--- config.mk ---
export PLATFORM = sky130hd
export DESIGN_NAME = hash160_byte_serializer
export DESIGN_NICKNAME = d
export VERILOG_FILES = /design/src/rtl/hash160_pkg.sv /design/src/rtl/hash160_byte_serializer_hex.sv /design/src/rtl/hash160_byte_serializer.sv
export SDC_FILE = /design/constraint.sdc
export NUM_CORES = 1
export LEC_CHECK = 0
export CAP_MARGIN = 40
export CELL_PAD_IN_SITES_DETAIL_PLACEMENT = 1
export CELL_PAD_IN_SITES_GLOBAL_PLACEMENT = 1
export CORE_ASPECT_RATIO = 1.25
export CORE_MARGIN = 4
export CORE_UTILIZATION = 41
export DETAILED_ROUTE_END_ITERATION = 8
export PLACE_DENSITY = 0.84
export SYNTH_ARGS = -nofsm -noshare
export SYNTH_HDL_FRONTEND = slang
export SYNTH_SLANG_ARGS = --single-unit
--- constraint.sdc ---
create_clock -name clk -period 7.88 [get_ports clk]
set_clock_uncertainty 0.2 [all_clocks]
set_input_delay 1.576 -clock clk [delete_from_list [all_inputs] [get_ports clk]]
set_output_delay 1.576 -clock clk [all_outputs]
set_load 0.005 [all_outputs]
--- src/rtl/hash160_pkg.sv ---
// Shared types and constants for the Hash160 digest output path.
package hash160_pkg;

  typedef enum logic [1:0] {
    ST_IDLE = 2'd0,
    ST_SEND = 2'd1,
    ST_DONE = 2'd2
  } state_t;

  localparam int DIGEST_BYTES = 20;
  localparam int RAW_FRAME_LEN = DIGEST_BYTES;
  localparam int HEX_FRAME_LEN = 2 * DIGEST_BYTES;

  localparam logic [7:0] ASCII_ZERO = 8'h30;
  localparam logic [7:0] ASCII_A_LC = 8'h61;
  localparam logic [7:0] ASCII_LF   = 8'h0A;

  function automatic int frame_len(input bit hex_mode, input bit append_term);
    return (hex_mode ? HEX_FRAME_LEN : RAW_FRAME_LEN) + (append_term ? 1 : 0);
  endfunction

endpackage

--- src/rtl/hash160_byte_serializer_hex.sv ---
// Maps one 4-bit nibble to its lowercase ASCII hex character.
module hex_nibble_to_ascii
  import hash160_pkg::*;
(
  input  logic [3:0] nibble,
  output logic [7:0] ascii
);

  always_comb begin
    if (nibble < 4'd10) ascii = ASCII_ZERO + {4'b0000, nibble};
    else                ascii = ASCII_A_LC + ({4'b0000, nibble} - 8'd10);
  end

endmodule

--- src/rtl/hash160_byte_serializer.sv ---
// Captures a 160-bit digest and streams it MSB-first as raw bytes or hex
// characters over a valid/ready byte interface, with an optional LF terminator.
module hash160_byte_serializer
  import hash160_pkg::*;
#(
  parameter bit HEX_MODE    = 1'b0,
  parameter bit APPEND_TERM = 1'b0
) (
  input  logic         clk,
  input  logic         rst_n,
  input  logic         i_valid,
  input  logic [159:0] i_digest,
  output logic         o_ready,
  output logic [7:0]   o_byte,
  output logic         o_byte_valid,
  input  logic         i_byte_ready,
  output logic         o_last,
  output logic         o_busy,
  output logic         o_done,
  output state_t       dbg_state
);

  // Byte interface: a byte moves on any cycle where o_byte_valid && i_byte_ready;
  // while i_byte_ready is low, o_byte, o_last and the position hold.
  localparam int N = frame_len(HEX_MODE, APPEND_TERM);
  localparam logic [5:0] LAST_IDX = 6'(N - 1);

  state_t         state_q, state_d;
  logic [159:0]   digest_q;
  logic [5:0]     cnt_q, cnt_d;
  logic           capture;
  logic [159:0]   sel_digest;
  logic [4:0]     byte_idx;
  logic [7:0]     raw_byte;
  logic [3:0]     nibble;
  logic [7:0]     hex_char;
  logic [7:0]     byte_d;
  logic [7:0]     byte_q;

  always_comb begin
    state_d = state_q;
    cnt_d   = cnt_q;
    capture = 1'b0;
    unique case (state_q)
      ST_IDLE: begin
        if (i_valid) begin
          capture = 1'b1;
          cnt_d   = 6'd0;
          state_d = ST_SEND;
        end
      end
      ST_SEND: begin
        if (i_byte_ready) begin
          if (cnt_q == LAST_IDX) state_d = ST_DONE;
          else                   cnt_d   = cnt_q + 6'd1;
        end
      end
      ST_DONE: state_d = ST_IDLE;
      default: state_d = ST_IDLE;
    endcase
  end

  // o_byte is precomputed from the position the next cycle will present.
  assign sel_digest = capture ? i_digest : digest_q;
  assign byte_idx   = HEX_MODE ? cnt_d[5:1] : cnt_d[4:0];

  always_comb begin
    raw_byte = 8'h00;
    for (int i = 0; i < DIGEST_BYTES; i++) begin
      if (byte_idx == 5'(i)) raw_byte = sel_digest[159 - 8*i -: 8];
    end
  end

  assign nibble = cnt_d[0] ? raw_byte[3:0] : raw_byte[7:4];

  hex_nibble_to_ascii u_hex (
    .nibble (nibble),
    .ascii  (hex_char)
  );

  always_comb begin
    if (APPEND_TERM && cnt_d == LAST_IDX) byte_d = ASCII_LF;
    else if (HEX_MODE)                    byte_d = hex_char;
    else                                  byte_d = raw_byte;
  end

  always_ff @(posedge clk or negedge rst_n) begin
    if (!rst_n) begin
      state_q  <= ST_IDLE;
      cnt_q    <= 6'd0;
      digest_q <= '0;
      byte_q   <= 8'h00;
    end else begin
      state_q <= state_d;
      cnt_q   <= cnt_d;
      if (capture) digest_q <= i_digest;
      byte_q  <= (state_d == ST_SEND) ? byte_d : 8'h00;
    end
  end

  assign o_ready      = (state_q == ST_IDLE);
  assign o_byte_valid = (state_q == ST_SEND);
  assign o_busy       = (state_q == ST_SEND);
  assign o_done       = (state_q == ST_DONE);
  assign o_last       = (state_q == ST_SEND) && (cnt_q == LAST_IDX);
  assign o_byte       = byte_q;
  assign dbg_state    = state_q;

endmodule

Yosys cells after proc, flatten, opt, wreduce, memory -nomap -nowiden
Cells that the tools add are included.
{"block": "totals", "word_cells": 69, "reg_bits": 176, "output_inout_bits": 15}
{"block": "classes", "n_mux": 32, "add_sub_neg": 1, "n_eq_ne": 26, "reduce_logical": 5}
{"op": "$mux 8", "count": 21}
{"op": "$mux 160", "count": 1}
{"op": "$eq 5x4->1 const B", "count": 8}
{"op": "$eq 5x3->1 const B", "count": 4}
{"op": "$eq 5x5->1 const B", "count": 4}
{"op": "$mux 6", "count": 3}
{"op": "$pmux 6 s2", "count": 1}
{"op": "$eq 5x2->1 const B", "count": 2}
{"op": "$add 6x1->6 const B", "count": 1}
{"op": "$eq 6x5->1 const B", "count": 1}
{"op": "$mux 2", "count": 3}
{"op": "$ne 2x2->1 const B", "count": 3}
{"op": "$eq 5x1->1 const B", "count": 1}
{"op": "$logic_not 5->1", "count": 1}
{"op": "$eq 2x1->1 const B", "count": 2}
{"op": "$pmux 2 s2", "count": 1}
{"op": "$reduce_and 4->1", "count": 1}
{"op": "$eq 2x2->1 const B", "count": 1}
{"op": "$logic_not 2->1", "count": 1}
{"op": "$mux 1", "count": 2}
{"op": "$reduce_bool 2->1", "count": 1}
{"op": "$logic_and 1x1->1", "count": 1}

Longest topological paths before layout
{"block": "logic_depth", "word_depth": 26, "depth_mapped": 14, "ltp_nobuf": 10}

Worst setup path after synthesis
No wires, ideal clock.
{"block": "synth_path", "kind": "input to register", "start": "input i_byte_ready", "end": "register byte_q[1], in the netlist o_byte[1]", "required_time_ns": 7.556, "arrival_ns": 3.622, "setup_slack_ns": 3.934, "setup_ns": 0.124, "stages": 10, "cell_sequence": "nand4b_1 > a211o_1 > and2_4 > buf_6 > and4_1 > clkbuf_2 > o21bai_1 > a311oi_1 > or4b_1 > o31a_1"}
{"block": "synth_via", "elab_chain_len": 24, "elab_cells_between_ends": 46, "classes_between": "20 x eq/ne; 25 x mux; 1 x reduce/logical"}
{"element": "from (decl)", "line_no": "hash160_byte_serializer.sv:16", "source": "input logic i_byte_ready,"}
{"element": "$mux 6", "line_no": "hash160_byte_serializer.sv:53", "source": "if (i_byte_ready) begin"}
{"element": "$pmux 6 s2", "line_no": "hash160_byte_serializer.sv:44", "source": "unique case (state_q)"}
{"element": "$logic_not 5->1", "line_no": "hash160_byte_serializer.sv:70", "source": "if (byte_idx == 5'(i)) raw_byte = sel_digest[159 - 8*i -: 8];"}
{"element": "$mux 8 (20 in a row)", "line_no": "hash160_byte_serializer.sv:70"}
{"element": "$mux 8 *", "line_no": "hash160_byte_serializer.sv:97", "source": "byte_q <= (state_d == ST_SEND) ? byte_d : 8'h00;"}
{"element": "to (signal assigned)", "line_no": "hash160_byte_serializer.sv:97"}
{"element": "to (decl)", "line_no": "hash160_byte_serializer.sv:38", "source": "logic [7:0] byte_q;"}
Every way passes the cells marked *; elsewhere a longest branch is shown, timed or not. The select of a mux whose other input is x is not followed.
A chain may end at the register's enable or synchronous reset.

Worst setup path after layout
{"block": "layout_path", "start": "input i_valid", "end": "register byte_q[4], in the netlist o_byte[4]"}
{"block": "layout_via", "elab_cells_between_ends": 49, "classes_between": "20 x eq/ne; 28 x mux; 1 x reduce/logical"}
{"element": "from (decl)", "line_no": "hash160_byte_serializer.sv:11", "source": "input logic i_valid,"}
{"element": "$mux 1", "line_no": "hash160_byte_serializer.sv:46", "source": "if (i_valid) begin"}
{"element": "$mux 1", "line_no": "hash160_byte_serializer.sv:44"}
{"element": "$mux 160"}
{"element": "named net sel_digest[100]", "line_no": "hash160_byte_serializer.sv:32", "source": "logic [159:0] sel_digest;"}
{"element": "$mux 8 (13 in a row)", "line_no": "hash160_byte_serializer.sv:70"}
{"element": "$mux 8", "line_no": "hash160_byte_serializer.sv:97"}
The timed path passes the listed nets, and every way through them passes these cells. The select of a mux whose other input is x is not followed.

==> results.sh <==
export IMPL_period_needed_ns=4.902
export IMPL_grt_first_pass_wirelength_um=45310
export IMPL_drt_wl_total_um=29150
export IMPL_synth_ff_type="sky130_fd_sc_hd__dfrtp_1"
export IMPL_fmaxAchievable_mhz=204.0
export IMPL_synth_top_cells_by_area="sky130_fd_sc_hd__dfrtp_1 (53%), sky130_fd_sc_hd__nand2_1 (23%), sky130_fd_sc_hd__a22oi_1 (1.5%), sky130_fd_sc_hd__buf_2 (1.3%), sky130_fd_sc_hd__mux2i_1 (1.2%)"
export IMPL_via_count=7670
export IMPL_cap_violations=0
export IMPL_vias_per_cell=5.451
export IMPL_launch_instance_of_the_worst_register_to_register_path="cnt_q[0]$_DFF_PN0_"
export IMPL_critPathCaptureType="flop"
export IMPL_reg2reg_setup_slack_ns=3.97
export IMPL_clock_latency_ns=0.44
export IMPL_final_layout_size_suffix_gt1_frac=0.05867
export IMPL_cts_resized=0
export IMPL_antennaDiodeCount=0
export IMPL_synth_warnings=0
export IMPL_synthDistinctLibCells=72
export IMPL_cp_max_fo=61
export IMPL_fp_dieW_um=134.9
export IMPL_layout_nets=1294
export IMPL_place_hpwl_um=21020
export IMPL_power_density_cell_area_mw_per_mm2=364.8
export IMPL_report_final_slew_viol_count=0
export IMPL_post_synth_xor_area_fraction=0
export IMPL_synth_ff_latch_count=176
export IMPL_syn_num_nets=1141
export IMPL_cts_hold_buffers=0
export IMPL_timing_critical_path_to="o_byte[4]$_DFF_PN0_"
export IMPL_cts_sink_count=176
export IMPL_cts_tree="done"
export IMPL_initialDrtViolationCount=630
export IMPL_area_growth_pct=31.65
export IMPL_synth_cells=976
export IMPL_r2r_cells=10
export IMPL_timing_critical_path_from="i_valid"
export IMPL_postSynthAreaPerCell_um2=8.453
export IMPL_outcome="completed"
export IMPL_yosys_mux_area_fraction=0.01668
export IMPL_io_buffer_count=178
export IMPL_drt_pre_antenna_iters=5
export IMPL_total_setup_violations_reported_at_the_end_of_the_flow=0
export IMPL_synth_yosys_seq_area_share=0.5338
export IMPL_ant_nets=0
export IMPL_worst_hold_path_type="flop to flop"
export IMPL_fp_dieArea_mm2=0.02247
export IMPL_worstPathArrival_ns=4.98
export IMPL_layout_setup_ws_ns=2.978
export IMPL_ios=179
export IMPL_hold_violations=0
export IMPL_syn_area_mm2=0.008250
export IMPL_placementRows=57
export IMPL_critPathLaunchType="input port"
export IMPL_rr_endpoint="o_byte[1]$_DFF_PN0_"
export IMPL_critPathRequiredTime_ns=7.96
export IMPL_cts_setup_buffers=0
export IMPL_worstHoldPathCells=2
export IMPL_nFillCells=2282
export IMPL_combinational_family_with_the_most_area_after_synthesis="simple AND/OR/NAND/NOR gates"
export IMPL_overflow=0
export IMPL_worst_hold_margin_ns=0.2740
export IMPL_power_leakage_nw=5.222
export IMPL_rsz0062_at_grt="no"
export IMPL_relSlewSlack=0.4331
export IMPL_floorplan_die_height_um=166.6
export IMPL_layout_worst_path_cycle_share=0.6221
export IMPL_antenna_found_initial=0
export IMPL_synth_enable_flop_cells=0
export IMPL_cts_root_buf="sky130_fd_sc_hd__clkbuf_16"
export IMPL_placement_setup_worst_slack_ns=2.548
export IMPL_synth_adder_area_share=0.001517
export IMPL_clkTransAtPathRegs_ns=0.07
export IMPL_clock_path_buffers=2
export IMPL_start_util=0.4207
export IMPL_yosys_area_share_simple=0.3006
export IMPL_cts_made_buffers=17
export IMPL_floorplan_core_area_mm2=0.01961
export IMPL_drcViolationCount=0
export IMPL_synthDominantCellAreaShare=0.5338
export IMPL_routedWlPerCell_um=20.72
export IMPL_share_of_flip_flops_with_an_asynchronous_set_or_reset_after_synthesis=1.000
export IMPL_tightest_slew_ns=0.8504
export IMPL_synth_largest_area_cell="sky130_fd_sc_hd__dfrtp_1"
export IMPL_fin_setup_tns_ns=0
export IMPL_grt_start_max_net_pins=95
export IMPL_grt_pass1_vias=8154
export IMPL_multiInputGateArea_mm2=0.003595
export IMPL_layout_area_seq_mm2=0.004404
export IMPL_synth_compound_area_frac=0.1125
export IMPL_ctsHtreeMaxLevel=4
export IMPL_grtUsageTotal=0.2598
export IMPL_finalWeightedCongestion=0.8961
export IMPL_critPathKind="input port to flop"
export IMPL_vdd_drop_max_mv=0.2065
-- kinds of logic (layout without fill, tap and decap cells) --
group                      count (synthesis)  in the layout
AOI/OAI and AO/OA                        124            124
adders and majority gates                  1              1
buffers and inverters                     65            231
DFF                                      176            176
muxes                                     13             13
and+or+nand+nor                          597            597
-- through the flow --
step                      total power, mW  instance area [µm²]  instances  utilization
after global placement              2.979                10200       1370       0.5201
final                               3.962                10860       1407       0.5538
after detailed placement            3.068                10260       1375       0.5233
after global routing                4.187                10860       1407       0.5538
after floorplan                     2.421                 8250        976            -
after CTS                           3.958                10860       1407       0.5538
-- placed cells by master, fill, tap and decap left out, drive strengths merged, types with 13 or more instances in the layout --
| cell type | n |
|---|---|
| clkdlybuf4s50 | 177 |
| a22oi | 16 |
| a21oi | 17 |
| nand2 | 513 |
| buf | 13 |
| clkbuf | 19 |
| dfrtp | 176 |
| nand3 | 19 |
-- per-layer routing --
metal,up-vias,wire length (µm),track usage
met5,-,0,0
met2,245,14930,0.4520
met3,61,1456,0.04285
li1,3552,-,-
met4,0,1188,0.1147
met1,3812,11570,0.3152
-- power by group --
| group | switching, mW | internal, mW |
|---|---|---|
| clock | 0.384 | 0.483 |
| sequential | 0.152 | 1.31 |
| combinational | 1.07 | 0.569 |
-- synthesized netlist by cell type, drive strengths merged (3+ instances only) --
cell	n
clkbuf	19
and2	3
a211oi	5
nor4	5
nor4b	4
o32ai	3
buf	37
and3	8
nand2	513
o22ai	12
a211o	7
nor2b	4
or3	3
o211ai	8
inv	9
a22oi	16
mux2	3
mux2i	10
a32o	5
dfrtp	176
a222oi	3
nand2b	4
nand3	19
a31oi	7
nand3b	3
a32oi	5
a21oi	17
a22o	3
o21ai	12
nor2	11
nor3	9
-- critical path, cell delays in order --
cell and delay, ns:
sky130_fd_sc_hd__clkdlybuf4s50_1 0.49, sky130_fd_sc_hd__or3b_4 0.64, sky130_fd_sc_hd__buf_4 0.41, sky130_fd_sc_hd__buf_4 0.40, sky130_fd_sc_hd__nand2_1 0.15, sky130_fd_sc_hd__nand2_1 0.09, sky130_fd_sc_hd__a22oi_1 0.25, sky130_fd_sc_hd__o22ai_1 0.13
sky130_fd_sc_hd__nor4_1 0.59, sky130_fd_sc_hd__a31oi_1 0.18
-- final cells by class --
class,instances,share of cell area
Clock buffer,19,0.04078
Sequential cell,176,0.4055
Clock inverter,13,0.01428
Inverter,9,0.003110
Timing Repair Buffer,190,0.1749
Multi-Input combinational cell,735,0.3310
Tap cell,265,0.03053
-- registers in the layout (all words and copies together), names as in the netlist --
name       flops
dbg_state      2
o_byte         8
cnt_q          6
digest_q     160
-- worst min path at each step --
stage	from	to	slack (ns)
floorplan	digest_q[103]$_DFF_PN0_	digest_q[103]$_DFF_PN0_	0.23
global placement	digest_q[103]$_DFF_PN0_	digest_q[103]$_DFF_PN0_	0.25
CTS	digest_q[102]$_DFF_PN0_	digest_q[102]$_DFF_PN0_	0.28
finish	digest_q[117]$_DFF_PN0_	digest_q[117]$_DFF_PN0_	0.27
detailed placement	digest_q[102]$_DFF_PN0_	digest_q[102]$_DFF_PN0_	0.26
global route	digest_q[152]$_DFF_PN0_	digest_q[152]$_DFF_PN0_	0.29
Note: power is estimated with default switching activity, not from simulation.
==> RTL edit, RTL diff (config.mk and constraints unchanged) <==
`DIGEST_BYTES`: 20 -> 40.
--- a/src/rtl/hash160_pkg.sv
+++ b/src/rtl/hash160_pkg.sv
@@ -9,3 +9,3 @@
 
-  localparam int DIGEST_BYTES = 20;
+  localparam int DIGEST_BYTES = 40;
   localparam int RAW_FRAME_LEN = DIGEST_BYTES;
Function: changed (Yosys sat finds a counterexample within 4 cycles, from zero or initial values and one cycle with rst_n low).
==> RTL edit against the unedited design <==
- worst setup slack got worse by 0.085 ns
- sequential cell count is 64 lower
- first-iteration DRC count decreased by 60%
- area after synthesis decreased by 33%
- sequential power fell by 39%
- combinational power fell by 38%
- cell area shrank 35%
- critical path depth down 2
- hold slack improved by 0.0036 ns
- non-clock buffer count fell by 71
- maximum frequency shrank 1.7%
- total power decreased by 40%
- routed wire length down 41%
- synthesized cell count decreased by 36%
==> RTL edit: results (changes against the unedited design) <==
met3 Use GR=3.120% (-1.2 points); layout cells sized above 1=7.448% (+1.6 points); Synth area leaders=dfrtp_1, nand2_1, nand3_1, nor4_4, buf_2; post-synthesis mux area share=0.8167% (-0.85 points); Synth Area in Compound Gates=14.97% (+3.7 points); Place WS=2.669 ns (+0.1213 ns); Cells after Synth=623 (-36%); met1 WL=6869 µm (-41%); final WL=17220 µm (-41%); DRT iter0 DRCs=255 (-60%); met3 WL=820 µm (-44%); drt pass-1 iters=4 (-1); fraction of registers with async set/reset=100.0% (unchanged); metal2 WL=9168 µm (-39%); M2 GR Usage=41.40% (-3.8 points); hold_sp=digest_q[0]; Psw=977.7 µW (-39%); routability cong.=0.8544 (-4.7%); Yosys cell types=71 (-1.4%); number of global-route vias before repair=5418 (-34%); power in combinational cells=1010 µW (-38%); GR Layer Usage met1=26.66% (-4.9 points); Hold WC Path Type=reg -> reg; Net Count, Synth=788 (-31%); Yosys warning total=0 (unchanged); drt via density=5.518 (+1.2%); outcome=finished, final reports clean; crit path max fanout=69 (+13%); sequential fraction of the synthesis area=50.82% (-2.6 points); top post-synthesis cells by count=nand2_1, dfrtp_1, nand3_1; DP Wirelength=12370 µm (-41%); R2R cell count=7 (-3); Cells after DPL=880 (-36%); power per cell area=339.5 mW/mm² (-6.9%); highest cell delay on the worst timing path=0.83 ns (+0.19 ns); clock network power share=20.3% (-1.6 points); largest net degree at the start of global routing=70 (-26%); Inserted Clock Buffers=9 (-8); Leak=0.003325 µW (-36%); final worst slack=2.893 ns (-0.08459 ns); routed vias=4944 (-36%); crit-path leading delay family=compound AO/OA/AOI/OAI gates; crit path capture=o_byte[7]; Worst VDD drop=0.1627 mV (-21%); Largest register FFs=96 (-40%); port bufs=114 (-36%); Worst-Margin Slew=0.9287 ns (+0.07832 ns); first-pass GRT wire length=27680 µm (-39%); CP arrival=5.06 ns (+0.08 ns); H-tree levels=3 (-1); gr usage total=22.47% (-3.5 points); worst skew pair latency=0.35 ns (-0.09 ns); Syn-to-layout area delta=27.79%; Setup Fix Bufs, Post-CTS=0 (unchanged); Filler cells=1538 (-33%); Placed Area=0.006733 mm² (-34%); Critical R2R Launch=dbg_state[0]; Nets=885 (-32%); Root Buffer=clkbuf_16; post-synthesis adder-cell area fraction=0.2269% (+0.075 points)
RTL edit: changes by cell type in the layout (fill, tap and decap cells not counted), moves of 6 or more:
cell             change
mux2i_1              -7
a221oi_1             +7
clkbuf_16            -8
a211o_1              -6
dfrtp_1             -64
a22oi_1              -9
o22ai_1              -9
and3_1               -6
nand2_1            -212
clkinv_4             -6
o211ai_1             -6
clkdlybuf4s50_1     -64
RTL edit: how the worst min path moves through the flow:
stage	endpoint	slack (ns)	cells past startpoint
2_1_floorplan	digest_q[38]	0.23	2
3_3_place_gp	digest_q[1]	0.25	2
3_5_place_dp	digest_q[75]	0.26	2
4_1_cts	digest_q[63]	0.28	2
5_1_grt	digest_q[81]	0.30	2
6_report	digest_q[0]	0.28	2
RTL edit: cell type report:
cell class / instances / share of cell area [%]
inverter: 7 / 0.4438
timing repair buffer: 119 / 16.69
tap: 171 / 3.036
multi-input combinational: 471 / 35.59
clock buffer: 12 / 3.639
clock inverter: 4 / 0.8344
sequential: 112 / 39.77
